===== src/rtl/uart_pkg.sv =====
// Shared UART definitions used by the transmitter and the on-chip receiver.
package uart_pkg;

  typedef enum logic [2:0] {
    IDLE   = 3'd0,
    START  = 3'd1,
    DATA   = 3'd2,
    PARITY = 3'd3,
    STOP   = 3'd4
  } uart_state_e;

  localparam int UART_DEFAULT_CLKS_PER_BIT = 10417;
  localparam int UART_DATA_BITS            = 8;

endpackage


===== src/rtl/uart_baud_tick.sv =====
// Bit-period timer: down-counter emitting a one-cycle tick every CLKS_PER_BIT clocks.
// A synchronous clear restarts the period so the first tick lands CLKS_PER_BIT cycles later.
module uart_baud_tick #(
  parameter int CLKS_PER_BIT = 16
) (
  input  logic clk_i,
  input  logic rst_ni,
  input  logic clear_i,
  output logic tick_o
);

  localparam int CntW = $clog2(CLKS_PER_BIT);
  localparam logic [CntW-1:0] Reload = CntW'(CLKS_PER_BIT - 1);

  logic [CntW-1:0] cnt_q, cnt_d;

  always_comb begin
    cnt_d = cnt_q - CntW'(1);
    if (clear_i || (cnt_q == '0)) begin
      cnt_d = Reload;
    end
  end

  always_ff @(posedge clk_i or negedge rst_ni) begin
    if (!rst_ni) begin
      cnt_q <= '0;
    end else begin
      cnt_q <= cnt_d;
    end
  end

  assign tick_o = (cnt_q == '0);

endmodule


===== src/rtl/uart_tx.sv =====
// UART transmitter, 8N1 LSB first with valid/ready byte input.
// Define UART_TX_PARITY_EN to insert an even-parity bit (8E1).
module uart_tx #(
  parameter int CLKS_PER_BIT = uart_pkg::UART_DEFAULT_CLKS_PER_BIT
) (
  input  logic       clk_i,
  input  logic       rst_ni,
  input  logic [7:0] byte_i,
  input  logic       valid_i,
  output logic       ready_o,
  output logic       uart_rxd_o,
  output logic       busy_o
);
  import uart_pkg::*;

  localparam logic [2:0] LastBit = 3'(UART_DATA_BITS - 1);

  uart_state_e state_q;
  logic [7:0]  shift_q;
  logic [2:0]  bit_idx_q;
  logic        line_q;
  logic        tick;
  logic        accept;
`ifdef UART_TX_PARITY_EN
  logic        parity_q;
`endif

  assign accept = (state_q == IDLE) && valid_i;

  // Cleared on accept so the start bit is phase-aligned to the accept edge.
  uart_baud_tick #(
    .CLKS_PER_BIT(CLKS_PER_BIT)
  ) u_baud_tick (
    .clk_i  (clk_i),
    .rst_ni (rst_ni),
    .clear_i(accept),
    .tick_o (tick)
  );

  always_ff @(posedge clk_i or negedge rst_ni) begin
    if (!rst_ni) begin
      state_q   <= IDLE;
      shift_q   <= '0;
      bit_idx_q <= '0;
      line_q    <= 1'b1;
`ifdef UART_TX_PARITY_EN
      parity_q  <= 1'b0;
`endif
    end else begin
      case (state_q)
        IDLE: begin
          line_q <= 1'b1;
          if (valid_i) begin
            shift_q   <= byte_i;
            bit_idx_q <= '0;
            line_q    <= 1'b0;
            state_q   <= START;
`ifdef UART_TX_PARITY_EN
            parity_q  <= ^byte_i;
`endif
          end
        end
        START: begin
          if (tick) begin
            line_q  <= shift_q[0];
            state_q <= DATA;
          end
        end
        DATA: begin
          if (tick) begin
            shift_q <= {1'b0, shift_q[7:1]};
            if (bit_idx_q == LastBit) begin
              bit_idx_q <= '0;
`ifdef UART_TX_PARITY_EN
              line_q    <= parity_q;
              state_q   <= PARITY;
`else
              line_q    <= 1'b1;
              state_q   <= STOP;
`endif
            end else begin
              bit_idx_q <= bit_idx_q + 3'd1;
              line_q    <= shift_q[1];
            end
          end
        end
`ifdef UART_TX_PARITY_EN
        PARITY: begin
          if (tick) begin
            line_q  <= 1'b1;
            state_q <= STOP;
          end
        end
`endif
        STOP: begin
          if (tick) begin
            line_q  <= 1'b1;
            state_q <= IDLE;
          end
        end
        default: begin
          line_q  <= 1'b1;
          state_q <= IDLE;
        end
      endcase
    end
  end

  assign ready_o    = (state_q == IDLE);
  assign busy_o     = !ready_o;
  assign uart_rxd_o = line_q;

endmodule


===== config.mk =====
export PLATFORM = sky130hd
export DESIGN_NAME = uart_tx
export DESIGN_NICKNAME = d
export VERILOG_FILES = /design/src/rtl/uart_pkg.sv /design/src/rtl/uart_baud_tick.sv /design/src/rtl/uart_tx.sv
export SDC_FILE = /design/constraint.sdc
export NUM_CORES = 1
export LEC_CHECK = 0
export ABC_CLOCK_PERIOD_IN_PS = 3100
export BUFFER_PORTS_ARGS = -buffer_cell sky130_fd_sc_hd__buf_4
export CELL_PAD_IN_SITES_DETAIL_PLACEMENT = 1
export CELL_PAD_IN_SITES_GLOBAL_PLACEMENT = 2
export CORE_UTILIZATION = 38
export CTS_CLUSTER_DIAMETER = 40
export DETAILED_ROUTE_END_ITERATION = 8
export PLACE_DENSITY_LB_ADDON = 0.2
export REMOVE_ABC_BUFFERS = 1
export SLEW_MARGIN = 25
export SYNTH_ARGS = -nofsm -noshare
export SYNTH_HDL_FRONTEND = slang
export SYNTH_HIERARCHICAL = 1
export SYNTH_SLANG_ARGS = --single-unit

===== constraint.sdc =====
create_clock -name clk_i -period 3.1 [get_ports clk_i]
set_clock_uncertainty 0.2 [all_clocks]
set_input_delay 0.155 -clock clk_i [delete_from_list [all_inputs] [get_ports clk_i]]
set_output_delay 0.155 -clock clk_i [all_outputs]
set_load 0.01 [all_outputs]

# Word-level counts from Yosys, hierarchy flattened
# Index checks and enable logic that the tools add are counted.
[word_totals]
reg_bits = 29
in_bits = 11
out_inout_bits = 3
word_cells = 45
[classes]
add_sub_neg = 2
eq_ne = 9
muxes = 20
n_reduce_logical = 9
[op_table]
columns = ["cell", "n"]
rows = [
  ["3-bit 2-to-1 mux", 8],
  ["8-bit 2-to-1 mux", 2],
  ["8-bit case mux with 2 select lines", 1],
  ["14-bit logical NOT", 1],
  ["14-bit 2-to-1 mux", 1],
  ["14-bit by 1-bit subtractor with 14-bit output, second input constant", 1],
  ["3-bit case mux with 4 select lines", 1],
  ["2-bit inequality test, second input constant", 5],
  ["3-bit equality test, second input constant", 2],
  ["3-bit case mux with 2 select lines", 1],
  ["3-bit AND reduction", 2],
  ["1-bit 2-to-1 mux", 5],
  ["5-bit AND reduction", 1],
  ["1-bit case mux with 4 select lines", 1],
  ["3-bit by 1-bit adder with 3-bit output, second input constant", 1],
  ["3-bit by 1-bit equality test with 1-bit output, second input constant", 1],
  ["3-bit by 2-bit equality test with 1-bit output, second input constant", 1],
  ["3-bit logical NOT", 1],
  ["2-bit nonzero test", 1],
  ["1-bit logical AND", 1],
  ["1-bit logical NOT", 1],
  ["1-bit logical OR", 1],
]

# Depth between registers and ports, before layout
# Gate-level depths: netlist of the first run.
[depth]
ltp_word = 4
depth_mapped = 9
ltp_nobuf = 7

# By module
# The synthesis of the first run kept the hierarchy.
[modules_own_cells]
columns = ["module", "instances", "cells_per_inst", "area_per_inst_um2", "seq_area_each_um2"]
rows = [
  ["uart_tx", 1, 72, 823.3, 376.6],
  ["uart_baud_tick", 1, 78, 765.7, 350.3],
]

# Worst setup path before layout of the first run
# Ideal clock, no wire load.
[synth_path]
path_type = "flip-flop to flip-flop"
from = "register u_baud_tick.cnt_q[0]"
to = "register shift_q[0]"
setup_ns = 0.125
arrival_time_ns = 2.263
required_ns = 2.775
slack_ns = 0.512
path_stages_with_launch = 10
n_path_buf = 2
synth_period_minus_slack_ns = 2.588
cell_sequence = "dfrtp_1 -> inv_1 -> ha_1 -> or4b_4 -> nor3_1 -> buf_2 -> mux2i_1 -> nor3_2 -> buf_2 -> mux2_2"
[synth_via]
elab_chain_cells = 3
[synth_lines]
columns = ["item", "line_no", "source"]
rows = [
  ["from (decl)", "uart_baud_tick.sv:15", "logic [CntW-1:0] cnt_q, cnt_d;"],
  ["from (signal assigned)", "uart_baud_tick.sv:28", "cnt_q <= cnt_d;"],
  ["14-bit logical NOT", "uart_baud_tick.sv:32", "assign tick_o = (cnt_q == '0);"],
  ["via tick", "uart_tx.sv:22", "logic tick;"],
  ["2-bit inequality test (no source line)", "--", ""],
  ["3-bit AND reduction (no source line)", "--", ""],
  ["to (signal assigned)", "uart_tx.sv:54", "shift_q <= byte_i;"],
  ["to (signal assigned)", "uart_tx.sv:71", "shift_q <= {1'b0, shift_q[7:1]};"],
  ["to (decl)", "uart_tx.sv:19", "logic [7:0] shift_q;"],
]
# The timed path passes the listed nets, and every way through them passes these cells.
# A chain may end at the register's enable or synchronous reset.

# Final worst setup path of the first run
[layout_path]
from = "register u_baud_tick.cnt_q[0]"
to = "register shift_q[5]"
# Same word-level chain as after synthesis.

==> results of run 1 <==
==> state kept, by name, summed over array words and instances (netlist names) <==
name               flops
uart_rxd_o             1
u_baud_tick/cnt_q     14
bit_idx_q              3
state_q                3
shift_q                8
==> power groups by stage <==
stage / Clock (mW) / Sequential [mW] / Combinational, mW
2_1_floorplan: 0 / 0.544 / 0.178
3_3_place_gp: 0 / 0.574 / 0.239
3_5_place_dp: 0 / 0.576 / 0.247
4_1_cts: 0.332 / 0.570 / 0.250
5_1_grt: 0.347 / 0.588 / 0.281
6_report: 0.317 / 0.572 / 0.246
==> logic make-up (layout without fill, tap and decap cells) <==
logic type / Yosys count / in the layout / share of synthesized area, %
AOI/OAI and AO/OA: 32 / 32 / 13.3
xor gates and xnor gates: 2 / 2 / 1.10
DFF: 29 / 29 / 45.7
buffers and inverters: 20 / 38 / 5.75
adders and majority gates: 3 / 3 / 2.36
muxes: 18 / 18 / 12.8
and+or+nand+nor: 46 / 46 / 18.9
==> layout make-up <==
type,count,area share (%)
clock buffers,8,4.90
inverters,11,2.24
multi-input cells,101,41.9
flip-flops and latches,29,39.5
repair buffers,19,8.03
well taps,50,3.40
==> cells in the final DEF, fill, tap and decap left out, types with 4 or more instances in the layout <==
cell type                   n
sky130_fd_sc_hd__dfrtp_1   28
sky130_fd_sc_hd__buf_4     17
sky130_fd_sc_hd__inv_1     11
sky130_fd_sc_hd__mux2_1    11
sky130_fd_sc_hd__o21ai_0    8
sky130_fd_sc_hd__nor2_1     8
sky130_fd_sc_hd__a21oi_1    7
sky130_fd_sc_hd__clkbuf_8   6
sky130_fd_sc_hd__or3_1      5
sky130_fd_sc_hd__nand4b_1   4
sky130_fd_sc_hd__mux2_2     4
sky130_fd_sc_hd__nor4_1     4
==> routing by layer <==
layer  track usage [%]  up-vias  wire, um
met5                 0        -         0
met1              22.2      604      1550
met3              4.28        4       105
met4              9.31        0        30
met2              32.4       16      1850
li1                  -      594         -
==> worst max-delay path, stage by stage (launching register included) <==
cell and delay [ns]:
sky130_fd_sc_hd__dfrtp_1 0.42, sky130_fd_sc_hd__inv_1 0.08, sky130_fd_sc_hd__ha_1 0.21, sky130_fd_sc_hd__or4b_4 0.52
sky130_fd_sc_hd__nor3_1 0.28, sky130_fd_sc_hd__mux2i_1 0.13, sky130_fd_sc_hd__nor3_2 0.12, sky130_fd_sc_hd__buf_4 0.21
sky130_fd_sc_hd__mux2_1 0.34
==> stage by stage <==
stage | cells | total power, mW | hold WS [ns] | setup WS [ns] | util [%]
2_1_floorplan | 141 | 0.722 | -0.341 | 0.0597 | -
3_3_place_gp | 208 | 0.812 | -0.0995 | 0.569 | 43.2
3_5_place_dp | 208 | 0.823 | -0.0896 | 0.472 | 43.2
4_1_cts | 218 | 1.15 | 0.00153 | 0.458 | 46.0
5_1_grt | 218 | 1.22 | 0.00615 | 0.244 | 46.0
6_report | 218 | 1.14 | 0.00578 | 0.465 | 46.0
==> worst max path at each step <==
stage / endpoint / slack, ns / depth (start not counted)
after floorplan: shift_q[0]$_DFFE_PN0P_ / 0.06 / 7
after global placement: shift_q[1]$_DFFE_PN0P_ / 0.57 / 8
after detailed placement: shift_q[6]$_DFFE_PN0P_ / 0.47 / 8
after CTS: shift_q[6]$_DFFE_PN0P_ / 0.46 / 8
after global routing: shift_q[5]$_DFFE_PN0P_ / 0.24 / 8
final: shift_q[5]$_DFFE_PN0P_ / 0.47 / 8
==> results by stage, run 1 <==
Run status:
- The flow ran to the end, and the final reports show no timing, DRC or antenna violations.

CTS:
- The number of clock sinks is 29.
- In this run, post-CTS hold repair placed 2 buffers.
- At the later pin of the worst-skew pair, clock insertion delay measures 0.28 ns.
- In this run the clock root is driven by a sky130_fd_sc_hd__clkbuf_8.
- The clock transition at the registers of the reported paths is 0.06 ns.
- Post-CTS timing repair inserted 0 buffers for setup.
- After clock tree synthesis, the repair step resized 0 gates.
- The number of H-tree levels is 2.
- Clock tree synthesis inserted a total of 5 buffers.
- The TritonCTS clock tree is yes.
- Counting along the longest clock path gives a buffer depth of 2.

STA:
- At the pin with the least slew margin, the transition time is 0.700 ns.
- Static timing analysis puts the maximum clock frequency at 0.380 GHz.
- Setup repair after global routing left no endpoint under its margin.
- The final hold violation count is 0.
- The worst path uses 85.0% of the clock period.
- The tightest slew margin relative to the limit is 53.0%.
- Setup violations remaining at the end of the flow were counted as 0.
- The final critical path time including I/O delays and setup is 2.63 ns.
- The final max-slew violation count is 0.
- The setup total negative slack is 0 ns.

Placed design:
- The instance area after placement is 0.00173 mm^2.
- The HPWL after detailed placement is 2470 um.
- The number of input and output port buffers inserted is 13.
- The weighted congestion reported at the end of routability-driven placement is 0.794.

Die:
- The core region area is 0.00400 mm^2.
- The die footprint is 0.00444 mm^2.
- In this run the horizontal extent of the chip is 66.7 um.
- For this configuration, the core starts out at a cell density of 39.7%.
- The floorplan step set the die height to 66.7 um.
- The site row count is 23.
- Pin placement for this block handled 14 I/O pins.

Pwr:
- The fraction of power consumed by the clock network is 27.9%.
- For this design the static power due to leakage is 0.731 nW.
- In this run, the combinational gates consume 21.7% of the power.
- The net switching power is 0.378 mW.
- The switching power share of the total is 33.3%.
- The part of the total power dissipated in sequential elements is 50.4%.
- The power density over the cells is 617 mW/mm^2.
- Across the VDD grid, the largest voltage drop is 0.311 mV.
- Internal power comes to 0.758 mW.

Yosys:
- Each instance of the synthesized netlist takes up on average 10.6 um^2.
- The synthesized netlist contains 46 unique library cells.
- In the synthesized netlist the async set-or-reset flop fraction comes to 100%.
- After synthesis, flip-flops and latches occupy 45.7% of the total area.
- The number of enable-type register cells in the synthesized netlist is 0.
- The mapped cell area is 0.00159 mm^2.
- The cell type with the largest total area after synthesis is sky130_fd_sc_hd__dfrtp_1.
- Yosys printed 6 warnings.
- In the post-synthesis netlist, the biggest area contributors are sky130_fd_sc_hd__dfrtp_1 (44%), sky130_fd_sc_hd__mux2_1 (7.8%), sky130_fd_sc_hd__mux2_2 (2.8%).
- After synthesis, the largest area contributor takes up 44.1% of total cell area.
- By count the netlist is led by sky130_fd_sc_hd__dfrtp_1 (28), sky130_fd_sc_hd__inv_1 (11), sky130_fd_sc_hd__mux2_1 (11), sky130_fd_sc_hd__nor2_1 (8), sky130_fd_sc_hd__o21ai_0 (8).
- The synthesized design contains 29 register bits.
- By instance count, the leading cell after synthesis is sky130_fd_sc_hd__dfrtp_1.
- The most used flip-flop cell after synthesis is sky130_fd_sc_hd__dfrtp_1.
- The number of standard cells after synthesis is 150.

Global routing:
- After global routing the overflow that remains totals 0.
- The largest net degree at the start of global routing is 30.
- The global-route wire length before repair is 6130 um.
- For this run, the total global-route usage over all layers was measured as 19.0%.
- The number of global-route vias before repair is 1281.
- The number of antenna violations at the first check in global routing came to 0.

Critical path:
- The worst setup path is launched from a register.
- The critical path starts at u_baud_tick/cnt_q[0]$_DFF_PN0_.
- The category of the most critical setup path is reg2reg.
- The minimum setup slack among reg-to-reg paths is 0.47 ns.
- The nature of the critical path endpoint is a register.
- In this run the critical register-to-register path is launched from u_baud_tick/cnt_q[0]$_DFF_PN0_.
- The worst register-to-register path ends at shift_q[5]$_DFFE_PN0P_.
- At the worst endpoint, the arrival time is 2.59 ns.
- The cell count of the worst reg-to-reg path is 8.
- Along the worst path, the maximum fanout reaches 11.
- The worst endpoint required time is 3.06 ns.

Finish:
- Across the whole layout, storage elements account for 727 um^2.
- The fill cell instance count of the final layout is 437.
- Summing all multi-input logic gate instances after layout gives 771 um^2.
- The area growth from synthesis to layout is 15.7%.
- The post-route cell area is 0.00184 mm^2.
- The total number of nets in the final design is 181.
- The proportion of layout cells with a drive suffix above 1 is 19.6%.
- The number of antenna diodes in the final layout is 0.

Hold path:
- For hold timing, the worst endpoint is shift_q[4]$_DFFE_PN0P_.
- The tightest min-delay check is of the in2reg type.
- The startpoint of the tightest hold check path is byte_i[4].
- The instance count along the most critical hold path is 3.

Run:
- Max-cap violations in this run came to 0.

Routing:
- The DRC violation count after routing is 0.
- In the routed layout, each cell is associated on average with a via count of 5.59.
- Dividing the detail-routed wire length by the instance count gives 16.2 um.
- In this run the remaining antenna-violating nets after routing total 0.
- The first-pass iteration count of the detailed router is 5.
- The routed layout has 1218 vias.
- The overall routed net length is 3540 um.
- For this block, the initial DRC count from the detailed router was 88.
(Power assumes the default switching activity.)
==> run 2: changes to the inputs <==
--- a/config.mk
+++ b/config.mk
@@ -5,11 +5,11 @@
 export SDC_FILE = /design/constraint.sdc
 export NUM_CORES = 1
 export LEC_CHECK = 0
-export ABC_CLOCK_PERIOD_IN_PS = 3100
+export ABC_CLOCK_PERIOD_IN_PS = 2400
 export BUFFER_PORTS_ARGS = -buffer_cell sky130_fd_sc_hd__buf_4
 export CELL_PAD_IN_SITES_DETAIL_PLACEMENT = 1
 export CELL_PAD_IN_SITES_GLOBAL_PLACEMENT = 2
-export CORE_UTILIZATION = 38
+export CORE_UTILIZATION = 34
 export CTS_CLUSTER_DIAMETER = 40
 export DETAILED_ROUTE_END_ITERATION = 8
 export PLACE_DENSITY_LB_ADDON = 0.2
==> constraint.sdc (replaced) <==
create_clock -name clk_i -period 2.4 [get_ports clk_i]
set_clock_uncertainty 0.2 [all_clocks]
set_input_delay 0.12 -clock clk_i [delete_from_list [all_inputs] [get_ports clk_i]]
set_output_delay 0.12 -clock clk_i [all_outputs]
set_load 0.01 [all_outputs]
==> run 2 against run 1 <==
  * Flip-flop and latch count stayed put
  * Clock power grew 24%
  * Sequential share of layout area decreased by 4.8 points
  * Wire length is 16% higher
  * Combinational power increased by 120%
  * Cell area grew 14%
  * Clock-buffer cell count is 3 lower
  * Die area grew 11%
  * The flow now finishes with violations (negative setup slack)
  * Critical path depth is the same
  * Critical endpoint is now shift_q[6]$_DFFE_PN0P_
  * Largest cell class unchanged
  * Hold slack worse by 0.0038 ns
  * Power is 42% higher
  * Cell count is 12% higher
==> results by stage, run 2 (synthesis gave the netlist of run 1 again) <==
Run status:
- The flow ran to the end, but the final reports show violations.
- The checks that failed: negative setup slack.

Die:
- The die footprint is 0.00495 mm^2.
- The height of the die is 70.4 um.
- The core region area is 0.00441 mm^2.
- The site row count is 24.
- The floorplan step set the die width to 70.4 um.
- The number of primary I/O pins is 14.
- The starting density of the core is 36.0%.

STA:
- The final max-slew violation count is 0.
- The final hold violation count is 0.
- In the post-route analysis, the smallest setup slack over all paths is -0.0301 ns.
- The fmax is 0.412 GHz.
- Setup violations remaining at the end of the flow were counted as 7.
- Setup repair after global routing could not meet its margin everywhere.
- Of the available clock period, the critical path in the final layout requires 101%.
- For the final routed database, the setup TNS stands at -0.114 ns.
- The final critical path time including I/O delays and setup is 2.43 ns.
- The actual slew at the worst max-slew pin is 0.466 ns.
- Measured against its own limit, the worst slew margin works out to 68.9%.

Placed design:
- The instance count after placement with tap cells included is 224.
- Detailed placement ended at an HPWL of 2730 um.
- Routability-driven placement finished with a final weighted congestion of 0.805.
- The number of input and output port buffers inserted is 13.

Pwr:
- Of the total power, combinational logic draws 33.8%.
- The leakage power total is 0.879 nW.
- VDD sags by at most 0.491 mV.
- The internal portion of the total power is 1.06 mW.
- The post-route total power is 1.61 mW.
- Net switching is 34.4% of the power.
- Of the total power, registers draw 41.8%.
- The share of total power dissipated in the clock network is 24.3%.
- The power density over the cells is 770 mW/mm^2.
- For this design the total switching power over the nets is 0.555 mW.

Finish:
- Counting flops per register, the top entry is u_baud_tick/cnt_q.
- The proportion of layout cells with a drive suffix above 1 is 30.6%.
- The number of antenna diodes in the final layout is 0.
- The most common cell after layout, fill and taps aside is sky130_fd_sc_hd__buf_4.
- The area growth from synthesis to layout is 31.7%.
- The total number of nets in the final design is 206.
- The largest registers in the layout are u_baud_tick/cnt_q x14, shift_q x8.
- The number of standard cells in the final layout excluding fillers is 245.
- The register with the most flip-flops in the layout has 14 of them.
- The library cells used most frequently in the layout, excluding fill and tap cells, are sky130_fd_sc_hd__buf_4 (34), sky130_fd_sc_hd__dfrtp_1 (28), sky130_fd_sc_hd__inv_1 (11), sky130_fd_sc_hd__dlygate4sd3_1 (9).

Critical path:
- The category of the most critical setup path is reg2reg.
- The worst endpoint required time is 2.36 ns.
- The critical path goes through inv_1 -> ha_2 -> or4b_4 -> nor3_4 -> mux2i_1 -> nor3_2 -> buf_4 -> mux2_4.
- The nature of the critical path endpoint is a register.
- The critical path contains buffers and inverters numbering 2 combined.
- In this run the worst path has a maximum fanout of 4.
- The startpoint type of the worst setup path is a register.
- For the worst setup path, the data arrival time is 2.39 ns.
- On the critical path, the stage with the largest delay is an instance of sky130_fd_sc_hd__or4b_4.
- The gate family responsible for the most delay along the worst path is simple AND/OR/NAND/NOR gates.
- On the worst path, the slowest cell contributes a delay of 0.48 ns.

Global routing:
- For this run, the total global-route usage over all layers was measured as 17.2%.
- The final global-route overflow total is 0.
- The number of global-route vias before repair is 1394.
- The largest net degree at the start of global routing is 30.
- The global-route wire length before repair is 6670 um.
- The number of antenna violations at the first check in global routing is 0.

CTS:
- The total CTS buffers is 5.
- The root buffer cell chosen for the clock tree is sky130_fd_sc_hd__clkbuf_8.
- TritonCTS built the clock tree.
- The number of H-tree levels is 2.
- The insertion delay of the later-clocked pin in the worst-skew pair is 0.28 ns.
- CTS saw 29 sinks.
- The longest clock path from root to sink contains 2 buffers.
- The clock transition at the registers of the reported paths is 0.06 ns.

Routing:
- The detail-routed net length per standard cell is 16.7 um.
- Wires add up to 4100 um.
- After detailed routing, the number of vias per cell comes to 5.50.
- The violation count after the first detailed-routing iteration is 56.
- The count of nets left with antenna violations once routing finished came out at 0.
- The pre-antenna-repair detailed-routing pass consisted of 4 iterations.
- Summing over every cut layer, the via total after detailed routing is 1347.
- For this run, design rule violations remaining after detail routing come to 0.

Run:
- The max-capacitance violation count is 0.

Hold path:
- In this run the worst hold path is classified as in2reg.
## run 2: repair_timing
item                                    in CTS  in global routing
endpoints found under the setup margin       7                  8
setup buffers                                0                  3
hold endpoints to repair                    37                  0
resized for setup                            2                 11
pin swaps                                    0                  3
cloned                                       0                  1
hold buffers                                 9                  0
## run 2: worst min-delay path, stage by stage
cell and delay [ns]:
sky130_fd_sc_hd__buf_4 0.07, sky130_fd_sc_hd__mux2_1 0.11, sky130_fd_sc_hd__mux2_4 0.14
## run 2: worst paths after layout
| path | startpoint | endpoint | slack [ns] | cells past startpoint |
|---|---|---|---|---|
| setup / recovery | u_baud_tick/cnt_q[0]$_DFF_PN0_ | shift_q[6]$_DFFE_PN0P_ | -0.03 | 8 |
| hold / removal | byte_i[2] | shift_q[2]$_DFFE_PN0P_ | 0.002 | 3 |
| setup reg to reg | u_baud_tick/cnt_q[0]$_DFF_PN0_ | shift_q[6]$_DFFE_PN0P_ | -0.03 | 8 |
| hold reg to reg | bit_idx_q[0]$_DFFE_PN0P_ | bit_idx_q[0]$_DFFE_PN0P_ | 0.29 | 1 |
| max in group asynchronous | rst_ni | uart_rxd_o$_DFFE_PN1P_ | 1.57 | 2 |
| min in group asynchronous | rst_ni | shift_q[1]$_DFFE_PN0P_ | 0.10 | 2 |
## run 2: per-stage QoR
step                setup slack, ns  util [%]  cell area [um^2]  hold slack (ns)
floorplan                    -0.640         -              1540           -0.376
global placement             0.0319      41.6              1840           -0.134
detailed placement          -0.0735      41.6              1840           -0.125
CTS                          0.0129      45.9              2020          0.00530
global route                -0.0904      47.4              2090          0.00560
finish                      -0.0301      47.4              2090          0.00201
## run 2: layout make-up
type                       instances  area, um^2
inverter                          11        41.3
fill                             486        2320
clock inverter                     3        17.5
tap                               52        65.1
sequential                        29         727
clock buffer                       5        68.8
multi-input combinational        101         817
timing repair buffer              44         357
## run 2: power by group through the flow
| stage | clock (mW) | combinational [mW] | sequential [mW] |
|---|---|---|---|
| after global placement | 0 | 0.482 | 0.671 |
| after global routing | 0.424 | 0.608 | 0.687 |
| after CTS | 0.403 | 0.519 | 0.670 |
| after floorplan | 0 | 0.230 | 0.702 |
| final | 0.393 | 0.546 | 0.674 |
| after detailed placement | 0 | 0.501 | 0.677 |
## run 2: metal layers
layer	share of wire (%)	GRT usage, %	vias up
li1	-	-	643
met1	46	21.3	676
met2	50	29.3	20
met3	3.1	4.33	8
met4	1.5	5.33	0
met5	0	0	-
==> run 3: changes to the inputs <==
--- a/config.mk
+++ b/config.mk
@@ -11,8 +11,10 @@
 export CELL_PAD_IN_SITES_GLOBAL_PLACEMENT = 2
 export CORE_UTILIZATION = 34
 export CTS_CLUSTER_DIAMETER = 40
+export CTS_CLUSTER_SIZE = 16
 export DETAILED_ROUTE_END_ITERATION = 8
 export PLACE_DENSITY_LB_ADDON = 0.2
+export RECOVER_POWER = 100
 export REMOVE_ABC_BUFFERS = 1
 export SLEW_MARGIN = 25
 export SYNTH_ARGS = -nofsm -noshare
==> run 3 against run 2 <==
  * The flow finishes with violations (max-capacitance violations, max-slew violations, negative setup slack)
  * Power is 0.14% lower
  * Clock power about the same
  * Clock-buffer cell count did not move
  * Flip-flop and latch count unchanged
  * Worst setup slack lost 0.0013 ns
  * Core utilization decreased by 0.34 points
  * Sequential share of layout area increased by 0.25 points
  * Cell area down 0.72%
  * Die area unchanged
  * Combinational power is essentially flat
  * Highest routed layer unchanged
==> results by stage, run 3 (synthesis gave the netlist of run 1 again) <==
Run status:
- The run finished, with violations left.
- The final reports fail on max-capacitance violations, max-slew violations, negative setup slack.

Die:
- The die footprint is 0.00495 mm^2.
- The height of the die is 70.4 um.
- The core region area is 0.00441 mm^2.
- The width of the die is 70.4 um.
- The initialized floorplan defines 24 standard-cell rows.
- In this run the count of I/O pins placed on the die edge is 14.
- The initial utilization of the core area, before any placement, comes to 36.0%.

Routing:
- In the routed design, unresolved DRC markers number 0.
- Summing over every cut layer, the via total after detailed routing is 1346.
- The count of nets left with antenna violations once routing finished came out at 0.
- The pre-antenna-repair detailed-routing pass consisted of 4 iterations.
- The overall routed net length is 4100 um.
- The routed via count divided by cell count is 5.49.
- Dividing the detail-routed wire length by the instance count gives 16.7 um.
- The violation count after the first detailed-routing iteration is 55.

Finish:
- The final layout contains 206 nets.
- The library cell used most frequently in the layout, excluding fill and tap cells, is sky130_fd_sc_hd__buf_4.
- The number of standard cells in the final layout excluding fillers is 245.
- Cells with a size suffix above 1 make up 28.5% of the layout.
- The flip-flop count of the largest register after layout is 14.
- The register with the most flip-flops in the final layout is u_baud_tick/cnt_q.
- The largest registers in the layout are u_baud_tick/cnt_q x14, shift_q x8.
- The post-route cell area is 0.00208 mm^2.
- The area growth from synthesis to layout is 30.8%.
- In the layout the commonest cells are sky130_fd_sc_hd__buf_4 (30), sky130_fd_sc_hd__dfrtp_1 (28), sky130_fd_sc_hd__inv_1 (11), sky130_fd_sc_hd__dlygate4sd3_1 (9).
- The antenna cell count is 0.
- After filler insertion, the fill cell instance count of the layout stands at 489.
- The utilization after layout is 47.1%.

STA:
- The setup total negative slack is -0.125 ns.
- The fmax is 0.411 GHz.
- The final critical path time including I/O delays and setup is 2.43 ns.
- Once routing completed, OpenROAD measured the worst setup slack at -0.0314 ns.
- The final hold violation count is 0.
- Setup repair after global routing could not meet its margin everywhere.
- The share of the cycle needed by the critical path after routing is 101%.
- Setup violations remaining at the end of the flow were counted as 7.
- The tightest slew margin relative to the limit is -9.90%.
- The final max-slew violation count was 30.
- For the pin with the worst max-slew slack, the measured transition is 1.65 ns.

Global routing:
- The final global-route overflow total is 0.
- After global routing, the most crowded layer is met2.
- The number of antenna violations at the first check in global routing is 0.
- The largest net degree at the start of global routing is 30.
- In the global route stage, met3 resource usage came out at 4.33%.
- The met1 routing resource usage after global routing is 21.3%.
- The first global-routing pass estimated 6670 um of wire.
- The global routing usage on met2 is 29.3%.
- The number of global-route vias before repair is 1394.
- The global-route usage over all layers is 17.2%.

CTS:
- The insertion delay of the later-clocked pin in the worst-skew pair is 0.28 ns.
- CTS placed an instance of sky130_fd_sc_hd__clkbuf_8 at the clock tree root.
- Counting along the longest clock path gives a buffer depth of 2.
- The TritonCTS clock tree is yes.
- The number of clock sinks is 29.
- The number of clock buffers added by TritonCTS is 5.
- The clock transition at the registers of the reported paths is 0.06 ns.
- The number of H-tree levels is 2.

Placed design:
- The HPWL after detailed placement is 2730 um.
- The weighted congestion reported at the end of routability-driven placement is 0.805.
- Counting tap cells, the placed design contains a total of 224 instances.
- The number of input and output port buffers inserted is 13.
- In this run the cell area measured after placement is 0.00184 mm^2.

Critical path:
- On the critical path, the stage with the largest delay is an instance of sky130_fd_sc_hd__or4b_4.
- The biggest cell delay along the critical path is 0.48 ns.
- The critical path is of the reg2reg type.
- The nature of the critical path endpoint is a register.
- The worst endpoint required time is 2.36 ns.
- Along the worst path, the maximum fanout reaches 4.
- The arrival time reported for the critical path endpoint is 2.39 ns.
- The worst setup path is launched from a register.
- The critical path goes through inv_1 -> ha_2 -> or4b_4 -> nor3_4 -> mux2i_1 -> nor3_2 -> buf_4 -> mux2_4.

Run:
- The max-capacitance violation count is 1.

Hold path:
- The class of the tightest hold or removal check is in2reg.

Pwr:
- Internal power comes to 1.06 mW.
- In this run, flip-flops and latches consume 41.9% of the power.
- The share of total power dissipated in the clock network is 24.4%.
- In this run the static leakage power is 0.863 nW.
- Per report_power, the combinational group accounts for 33.7% of the total.
- Dividing total power by cell area gives a power density of 775 mW/mm^2.
- The switching power share of the total is 34.5%.
- The worst-case vdd ir drop is 0.491 mV.
- The net switching power is 0.555 mW.
[run 3: cell count changes in the layout (fill, tap and decap cells not counted)]
cell and change:
sky130_fd_sc_hd__and2_0 +1, sky130_fd_sc_hd__and2_1 -1, sky130_fd_sc_hd__buf_4 -4, sky130_fd_sc_hd__clkbuf_1 +4
[run 3: per-layer routing]
layer / share of wire (%) / wire length, um
met3: 3.0 / 124
met1: 46 / 1880
met4: 1.5 / 61
met2: 50 / 2040
met5: 0 / 0
[run 3: path summary, 6_finish.rpt]
check | slack [ns] | start | to | cells after the start
min in group asynchronous | 0.59 | rst_ni | shift_q[1]$_DFFE_PN0P_ | 2
max reg2reg | -0.03 | u_baud_tick/cnt_q[0]$_DFF_PN0_ | shift_q[6]$_DFFE_PN0P_ | 8
max | -0.03 | u_baud_tick/cnt_q[0]$_DFF_PN0_ | shift_q[6]$_DFFE_PN0P_ | 8
min | 0.002 | byte_i[2] | shift_q[2]$_DFFE_PN0P_ | 3
min reg2reg | 0.29 | bit_idx_q[0]$_DFFE_PN0P_ | bit_idx_q[0]$_DFFE_PN0P_ | 1
max in group asynchronous | 0.45 | rst_ni | shift_q[4]$_DFFE_PN0P_ | 2
[run 3: what timing repair did]
item                                    in CTS  in global routing
pin swaps                                    0                  3
setup buffers                                0                  3
hold endpoints to repair                    37                  0
hold buffers                                 9                  0
gates cloned                                 0                  1
resized for setup                            2                 11
endpoints found under the setup margin       7                  8
[run 3: area by class of cell]
type	count	area (um^2)	area share (%)
inverters	11	41.3	1.99
clock buffers	5	68.8	3.31
well taps	52	65.1	3.13
flip-flops and latches	29	727	35.0
repair buffers	44	342	16.4
multi-input cells	101	817	39.3
clock inverters	3	17.5	0.843
[run 3: power groups by stage]
stage / combinational [mW] / sequential [mW] / clock (mW)
after floorplan: 0.230 / 0.702 / 0
after global placement: 0.482 / 0.671 / 0
final: 0.543 / 0.674 / 0.393
after global routing: 0.606 / 0.687 / 0.424
after detailed placement: 0.501 / 0.677 / 0
after CTS: 0.519 / 0.670 / 0.403
[run 3: worst max-delay path: cells and delay by family, from the launching register on]
family / cells / cell delay [ns]
buffers and inverters: 2 / 0.26
multiplexers: 2 / 0.41
adder cells (fa/ha/maj): 1 / 0.17
flip-flops: 1 / 0.38
AND/OR/NAND/NOR: 3 / 0.89
[run 3: per-stage QoR]
step	hold WS [ns]	worst slack (ns)	power, mW
2_1_floorplan	-0.376	-0.640	0.932
3_3_place_gp	-0.134	0.0319	1.15
3_5_place_dp	-0.125	-0.0735	1.18
4_1_cts	0.00530	0.0129	1.59
5_1_grt	0.00560	-0.0904	1.72
6_report	0.00197	-0.0314	1.61
